## config.mk

```make
export PLATFORM = sky130hd
export DESIGN_NAME = bus_decoder
export DESIGN_NICKNAME = d
export VERILOG_FILES = /design/src/rtl/bus_decoder.sv
export SDC_FILE = /design/constraint.sdc
export NUM_CORES = 1
export LEC_CHECK = 0
export BUFFER_PORTS_ARGS = -buffer_cell sky130_fd_sc_hd__buf_2
export CAP_MARGIN = 20
export CORE_ASPECT_RATIO = 0.5
export CORE_MARGIN = 1.5
export CORE_UTILIZATION = 46
export DETAILED_ROUTE_END_ITERATION = 8
export GPL_ROUTABILITY_DRIVEN = 0
export GPL_TIMING_DRIVEN = 0
export PLACE_DENSITY = 0.79
export SLEW_MARGIN = 20
export SYNTH_ARGS = -nofsm -noshare
export SYNTH_HDL_FRONTEND = slang
export SYNTH_SLANG_ARGS = --single-unit
export TNS_END_PERCENT = 20
```

## constraint.sdc

```tcl
create_clock -name i_clk -period 2.4 [get_ports i_clk]
set_input_delay 0.48 -clock i_clk [delete_from_list [all_inputs] [get_ports i_clk]]
set_output_delay 0.48 -clock i_clk [all_outputs]
set_load 0.01 [all_outputs]
```

## src/rtl/bus_decoder.sv

```systemverilog
// Core bus decoder: routes one outstanding request to the to-host register, the RAM window, or an error response.
// Optional RAM ack timeout is enabled by defining BUS_TIMEOUT_EN.
module bus_decoder #(
    parameter logic [31:0] RAM_BASE       = 32'h8000_0000,
    parameter int unsigned RAM_BYTES      = 40000,
    parameter logic [31:0] TOHOST_ADDR    = 32'h8000_1000,
    parameter int unsigned TIMEOUT_CYCLES = 16
) (
    input  logic        i_clk,
    input  logic        i_rst,
    input  logic        i_m_bus_en,
    input  logic        i_m_wr_en,
    input  logic [3:0]  i_m_byte_en,
    input  logic [31:0] i_m_addr,
    input  logic [31:0] i_m_wr_data,
    output logic        o_m_ack,
    output logic [31:0] o_m_rd_data,
    output logic        o_m_err,
    output logic        o_ram_cs,
    output logic        o_ram_wr_en,
    output logic [3:0]  o_ram_b_en,
    output logic [31:0] o_ram_addr,
    output logic [31:0] o_ram_wr_data,
    input  logic        i_ram_ack,
    input  logic [31:0] i_ram_rd_data,
    output logic [31:0] o_tohost,
    output logic        o_tohost_wr
);

    typedef enum logic [1:0] {
        IDLE     = 2'd0,
        RAM_WAIT = 2'd1,
        RESP     = 2'd2
    } state_t;

    state_t      state_r, state_nxt_s;
    logic        ack_r, ack_nxt_s;
    logic        err_r, err_nxt_s;
    logic [31:0] rd_data_r, rd_data_nxt_s;
    logic        ram_cs_r, ram_cs_nxt_s;
    logic        ram_wr_en_r, ram_wr_en_nxt_s;
    logic [3:0]  ram_b_en_r, ram_b_en_nxt_s;
    logic [31:0] ram_addr_r, ram_addr_nxt_s;
    logic [31:0] ram_wr_data_r, ram_wr_data_nxt_s;
    logic [31:0] tohost_r, tohost_nxt_s;
    logic        tohost_wr_r, tohost_wr_nxt_s;
    logic        hit_tohost_s, hit_ram_s, timeout_hit_s;

    function automatic logic [31:0] merge_bytes(input logic [31:0] old_v,
                                                input logic [31:0] new_v,
                                                input logic [3:0]  be);
        logic [31:0] res;
        res = old_v;
        for (int i = 0; i < 4; i++) begin
            if (be[i]) begin
                res[8*i +: 8] = new_v[8*i +: 8];
            end
        end
        return res;
    endfunction

    // Address decode; 33-bit compare keeps the window end from wrapping past 2^32.
    always_comb begin
        hit_tohost_s = (i_m_addr == TOHOST_ADDR);
        hit_ram_s    = ({1'b0, i_m_addr} >= {1'b0, RAM_BASE}) &&
                       ({1'b0, i_m_addr} < ({1'b0, RAM_BASE} + 33'(RAM_BYTES)));
    end

`ifdef BUS_TIMEOUT_EN
    localparam int CNT_W = $clog2(TIMEOUT_CYCLES + 1);
    logic [CNT_W-1:0] to_cnt_r;

    // RAM_WAIT cycle counter, zero whenever the FSM is elsewhere.
    always_ff @(posedge i_clk or negedge i_rst) begin
        if (!i_rst) begin
            to_cnt_r <= '0;
        end else if (state_r != RAM_WAIT) begin
            to_cnt_r <= '0;
        end else begin
            to_cnt_r <= to_cnt_r + CNT_W'(1);
        end
    end

    assign timeout_hit_s = (state_r == RAM_WAIT) && (to_cnt_r == CNT_W'(TIMEOUT_CYCLES - 1));
`else
    logic cfg_unused_s;
    assign cfg_unused_s  = (TIMEOUT_CYCLES != 32'd0);
    assign timeout_hit_s = 1'b0;
`endif

    // Next-state and next-output logic; all outputs are registered from these values.
    always_comb begin
        state_nxt_s       = state_r;
        ack_nxt_s         = 1'b0;
        err_nxt_s         = 1'b0;
        rd_data_nxt_s     = 32'd0;
        ram_cs_nxt_s      = 1'b0;
        ram_wr_en_nxt_s   = 1'b0;
        ram_b_en_nxt_s    = 4'd0;
        ram_addr_nxt_s    = 32'd0;
        ram_wr_data_nxt_s = 32'd0;
        tohost_nxt_s      = tohost_r;
        tohost_wr_nxt_s   = 1'b0;
        case (state_r)
            IDLE: begin
                if (!i_m_bus_en) begin
                    state_nxt_s = IDLE;
                end else if (hit_tohost_s) begin
                    state_nxt_s = RESP;
                    ack_nxt_s   = 1'b1;
                    if (i_m_wr_en) begin
                        tohost_nxt_s    = merge_bytes(tohost_r, i_m_wr_data, i_m_byte_en);
                        tohost_wr_nxt_s = 1'b1;
                    end else begin
                        rd_data_nxt_s = tohost_r;
                    end
                end else if (hit_ram_s) begin
                    state_nxt_s       = RAM_WAIT;
                    ram_cs_nxt_s      = 1'b1;
                    ram_wr_en_nxt_s   = i_m_wr_en;
                    ram_b_en_nxt_s    = i_m_byte_en;
                    ram_addr_nxt_s    = i_m_addr;
                    ram_wr_data_nxt_s = i_m_wr_data;
                end else begin
                    state_nxt_s = RESP;
                    ack_nxt_s   = 1'b1;
                    err_nxt_s   = 1'b1;
                end
            end
            RAM_WAIT: begin
                if (i_ram_ack) begin
                    state_nxt_s   = RESP;
                    ack_nxt_s     = 1'b1;
                    rd_data_nxt_s = i_ram_rd_data;
                end else if (timeout_hit_s) begin
                    state_nxt_s = RESP;
                    ack_nxt_s   = 1'b1;
                    err_nxt_s   = 1'b1;
                end else begin
                    state_nxt_s       = RAM_WAIT;
                    ram_cs_nxt_s      = 1'b1;
                    ram_wr_en_nxt_s   = ram_wr_en_r;
                    ram_b_en_nxt_s    = ram_b_en_r;
                    ram_addr_nxt_s    = ram_addr_r;
                    ram_wr_data_nxt_s = ram_wr_data_r;
                end
            end
            RESP: begin
                state_nxt_s = IDLE;
            end
            default: begin
                state_nxt_s = IDLE;
            end
        endcase
    end

    // State and output registers.
    always_ff @(posedge i_clk or negedge i_rst) begin
        if (!i_rst) begin
            state_r       <= IDLE;
            ack_r         <= 1'b0;
            err_r         <= 1'b0;
            rd_data_r     <= 32'd0;
            ram_cs_r      <= 1'b0;
            ram_wr_en_r   <= 1'b0;
            ram_b_en_r    <= 4'd0;
            ram_addr_r    <= 32'd0;
            ram_wr_data_r <= 32'd0;
            tohost_r      <= 32'd0;
            tohost_wr_r   <= 1'b0;
        end else begin
            state_r       <= state_nxt_s;
            ack_r         <= ack_nxt_s;
            err_r         <= err_nxt_s;
            rd_data_r     <= rd_data_nxt_s;
            ram_cs_r      <= ram_cs_nxt_s;
            ram_wr_en_r   <= ram_wr_en_nxt_s;
            ram_b_en_r    <= ram_b_en_nxt_s;
            ram_addr_r    <= ram_addr_nxt_s;
            ram_wr_data_r <= ram_wr_data_nxt_s;
            tohost_r      <= tohost_nxt_s;
            tohost_wr_r   <= tohost_wr_nxt_s;
        end
    end

    assign o_m_ack       = ack_r;
    assign o_m_err       = err_r;
    assign o_m_rd_data   = rd_data_r;
    assign o_ram_cs      = ram_cs_r;
    assign o_ram_wr_en   = ram_wr_en_r;
    assign o_ram_b_en    = ram_b_en_r;
    assign o_ram_addr    = ram_addr_r;
    assign o_ram_wr_data = ram_wr_data_r;
    assign o_tohost      = tohost_r;
    assign o_tohost_wr   = tohost_wr_r;

endmodule

```

==> results.txt <==
Grt ovf: 0
Initial DRC count: 168
Met2 routed WL: 7270 µm
Slew Viols, Final: 0
Comb power frac: 0.038
Core area: 0.0110 mm²
Port bufs: 241
WS Path Type: register to register
Final worst path period share: 0.944
Wirelength per Cell: 18.9 µm
Switching power: 1080 µW
Clock transition at path regs: 0.06 ns
Drt pass-1 iters: 6
Area taken by multi-input logic gates: 0.00165 mm²
Max Cap Viol: 0
CTS sink count: 137
Share of layout cells above drive strength 1: 0.553
Via density: 5.25
Initial antenna violation count: 0
Hold WS: 0.298 ns
Die ar.: 0.0120 mm²
Clock tree buffer depth: 2
Actual slew at the worst max-slew pin: 1.02 ns
Total track usage: 0.243
RR Startpoint: o_m_ack$_DFF_PN0_
Die height: 78.1 µm
Final Hold Viols: 0
Synth warn: 0
Crit path launch type: register
Largest family of logic cells by synthesized area: compound AO/OA/AOI/OAI gates
Net Sw Frac: 0.211
FF+latch area: 0.00343 mm²
Max Fanout on Critical Path: 9
Num rows: 27
ANT cells: 0
Synth Area in XOR/XNOR: 0
Vias in the first global route: 4037
Setup Skew: 0.00816 ns
Fmax: 0.441 GHz
Post-synthesis net count: 430
Clk_lat worst skew: 0.40 ns
TritonCTS buffer count: 17
Failing checks: DRC
Synth Area in Simple Gates: 0.0868
CP endpoint kind: register
Synth Area in Compound Gates: 0.155
Setup TNS: 0 ns
Final min period: 2.27 ns
Non-filler instance count after layout: 745
Routed Antenna Nets: 0
Crit path DAT: 2.55 ns
FF-to-FF setup slack: 0.13 ns
Critical path endpoint: o_tohost[4]$_DFFE_PN0P_
Residual DRC: 7
P_int: 4030 µW
Die width: 153 µm
Via Count: 3910
Sequential share of the synthesized area: 0.661
Inst Count DP: 712
H-tree depth: 4
Post-Syn Area: 0.00519 mm²
HPWL Detailed: 10200 µm
Drt total wl: 14100 µm
CTS tree: done
PwrDens: 705 mW/mm²
Metal1 wirelength: 5960 µm
Root Driver: clkbuf_16
R2r worst-path depth: 4
Distinct cells, synth: 29
Clock power share: 0.509
Routed wl met3: 582 µm
HP Class: input port to register
Worst-case vdd ir drop: 0.443 mV
Status: complete, but fails checks
Core Util, Final: 0.660
Worst hold path depth: 2
Final net count: 693
Power share of the sequential group: 0.453
Relative slew slack: 0.315
Synth-to-layout area growth: 39.6%
Post-Synth Adder-Cell Area: 0
FF-to-FF End: o_tohost[4]$_DFFE_PN0P_
Mux share of post-synthesis cell area: 0.0752
First-pass GRT wire length: 21900 µm
Highest metal used: met4
Largest net degree at the start of global routing: 92
Synth Instances: 325
#FFs+latches synth: 137
Fillcell total: 850
Worst Path Required: 2.69 ns
RSZ-0062 raised after global routing: no
I/O pin count: 242
Mapped Avg Cell Area: 16.0 µm²
P_leak: 0.00409 µW
Crit path from: o_m_ack$_DFF_PN0_
Starting Density: 0.473
Setup violations, final: 0
==> final cells by class <==
type	instances	area share
multi-input combinational	168	0.227
clock buffer	21	0.0663
sequential	137	0.473
tap	145	0.0250
buffer	19	0.0155
timing repair buffer	244	0.176
inverter	1	0.000518
clock inverter	10	0.0162
==> registers in the layout (all words and copies together), names as in the netlist <==
signal,count
state_r,1
o_ram_addr,32
o_m_ack,1
o_tohost_wr,1
o_m_err,1
o_ram_wr_en,1
o_tohost,32
o_ram_wr_data,32
o_ram_b_en,4
o_m_rd_data,32
==> metrics by stage <==
step           instance area [µm²]  total power [µW]  worst slack [ns]
2_1_floorplan                 5190              2380             0.193
3_3_place_gp                  6580              2540            -0.928
3_5_place_dp                  6610              2550            -0.333
4_1_cts                       7220              5160            0.0138
5_1_grt                       7240              5290            0.0113
6_report                      7240              5110             0.133
==> critical path, cell delays in order (launching register included) <==
cell and delay (ns):
dfrtp_1 0.41, nor2_1 0.12, nand2_1 0.35, nor4_4 0.92
mux2_4 0.36
==> layout by cell type, fill, tap and decap left out, drive strengths merged, types with 2 or more instances in the layout <==
cell      synthesis  routed
a22o             85      85
bufinv            0       2
clkbuf           12      33
clkinv            0       3
mux2             32      32
nor4             12      12
buf               7     250
clkinvlp          0       4
nand4             3       3
inv               1       2
nor4b             2       2
nand2             5       5
nor2              3       3
dfrtp           137     137
and2             15      15
==> worst min path at each step <==
stage                                    start                    endpoint  slack, ns
detailed placement                       i_rst  o_ram_addr[30]$_DFFE_PN0P_       0.41
global placement    o_ram_addr[17]$_DFFE_PN0P_  o_ram_addr[17]$_DFFE_PN0P_       0.46
global route                 i_ram_rd_data[26]   o_m_rd_data[26]$_DFF_PN0_       0.28
CTS                          i_ram_rd_data[20]   o_m_rd_data[20]$_DFF_PN0_       0.28
floorplan                                i_rst           o_m_ack$_DFF_PN0_       0.18
finish                       i_ram_rd_data[18]   o_m_rd_data[18]$_DFF_PN0_       0.30
==> synth_stat cells <==
| master | n | share of area |
|---|---|---|
| a211oi_1 | 1 | 0.0014 |
| clkbuf_1 | 12 | 0.0087 |
| inv_1 | 1 | 0.00072 |
| nand4_2 | 2 | 0.0048 |
| mux2_2 | 24 | 0.052 |
| nor4_4 | 7 | 0.029 |
| nor4_1 | 1 | 0.0012 |
| buf_2 | 2 | 0.0019 |
| o21ai_1 | 1 | 0.00096 |
| nor2_1 | 3 | 0.0022 |
| mux2_4 | 8 | 0.023 |
| a22o_1 | 85 | 0.14 |
| a21oi_1 | 1 | 0.00096 |
| nor4b_2 | 1 | 0.0029 |
| nand3_1 | 1 | 0.00096 |
| nand4_4 | 1 | 0.0041 |
| or2_2 | 1 | 0.0012 |
| nand2_1 | 5 | 0.0036 |
| nor4b_4 | 1 | 0.0046 |
| o21bai_1 | 1 | 0.0014 |
| nor3b_1 | 1 | 0.0014 |
| and2_1 | 15 | 0.018 |
| and4_1 | 1 | 0.0017 |
| and3b_1 | 1 | 0.0017 |
| a21o_1 | 1 | 0.0014 |
| nor4_2 | 4 | 0.0096 |
| buf_6 | 5 | 0.011 |
| dfrtp_1 | 137 | 0.66 |
| a2111oi_4 | 1 | 0.0053 |
==> per-layer routing <==
metal  global-route usage  vias to the layer above
li1                     -                     1766
met1                0.303                     2008
met2                0.413                      116
met3               0.0525                       20
met4                0.109                        0
met5                    0                        -
==> cells by family after synthesis <==
family	Yosys count
flip-flops	137
multiplexers	32
AND/OR/NAND/NOR	45
buffers and inverters	20
AO/OA/AOI/OAI	91
==> what timing repair did <==
item                                    in CTS  in global routing
setup buffers                                0                  1
endpoints found under the hold margin       46                  0
hold buffers                                 1                  0
endpoints found under the setup margin       0                 59
resized for setup                            0                  2
==> power by group through the flow <==
stage	clock (µW)	sequential (µW)	combinational [µW]
after floorplan	0	2360	24.1
after global placement	0	2360	180
after detailed placement	0	2360	193
after CTS	2650	2310	195
after global routing	2760	2310	216
final	2600	2310	191
No activity file was read; power rests on OpenSTA's default activity.
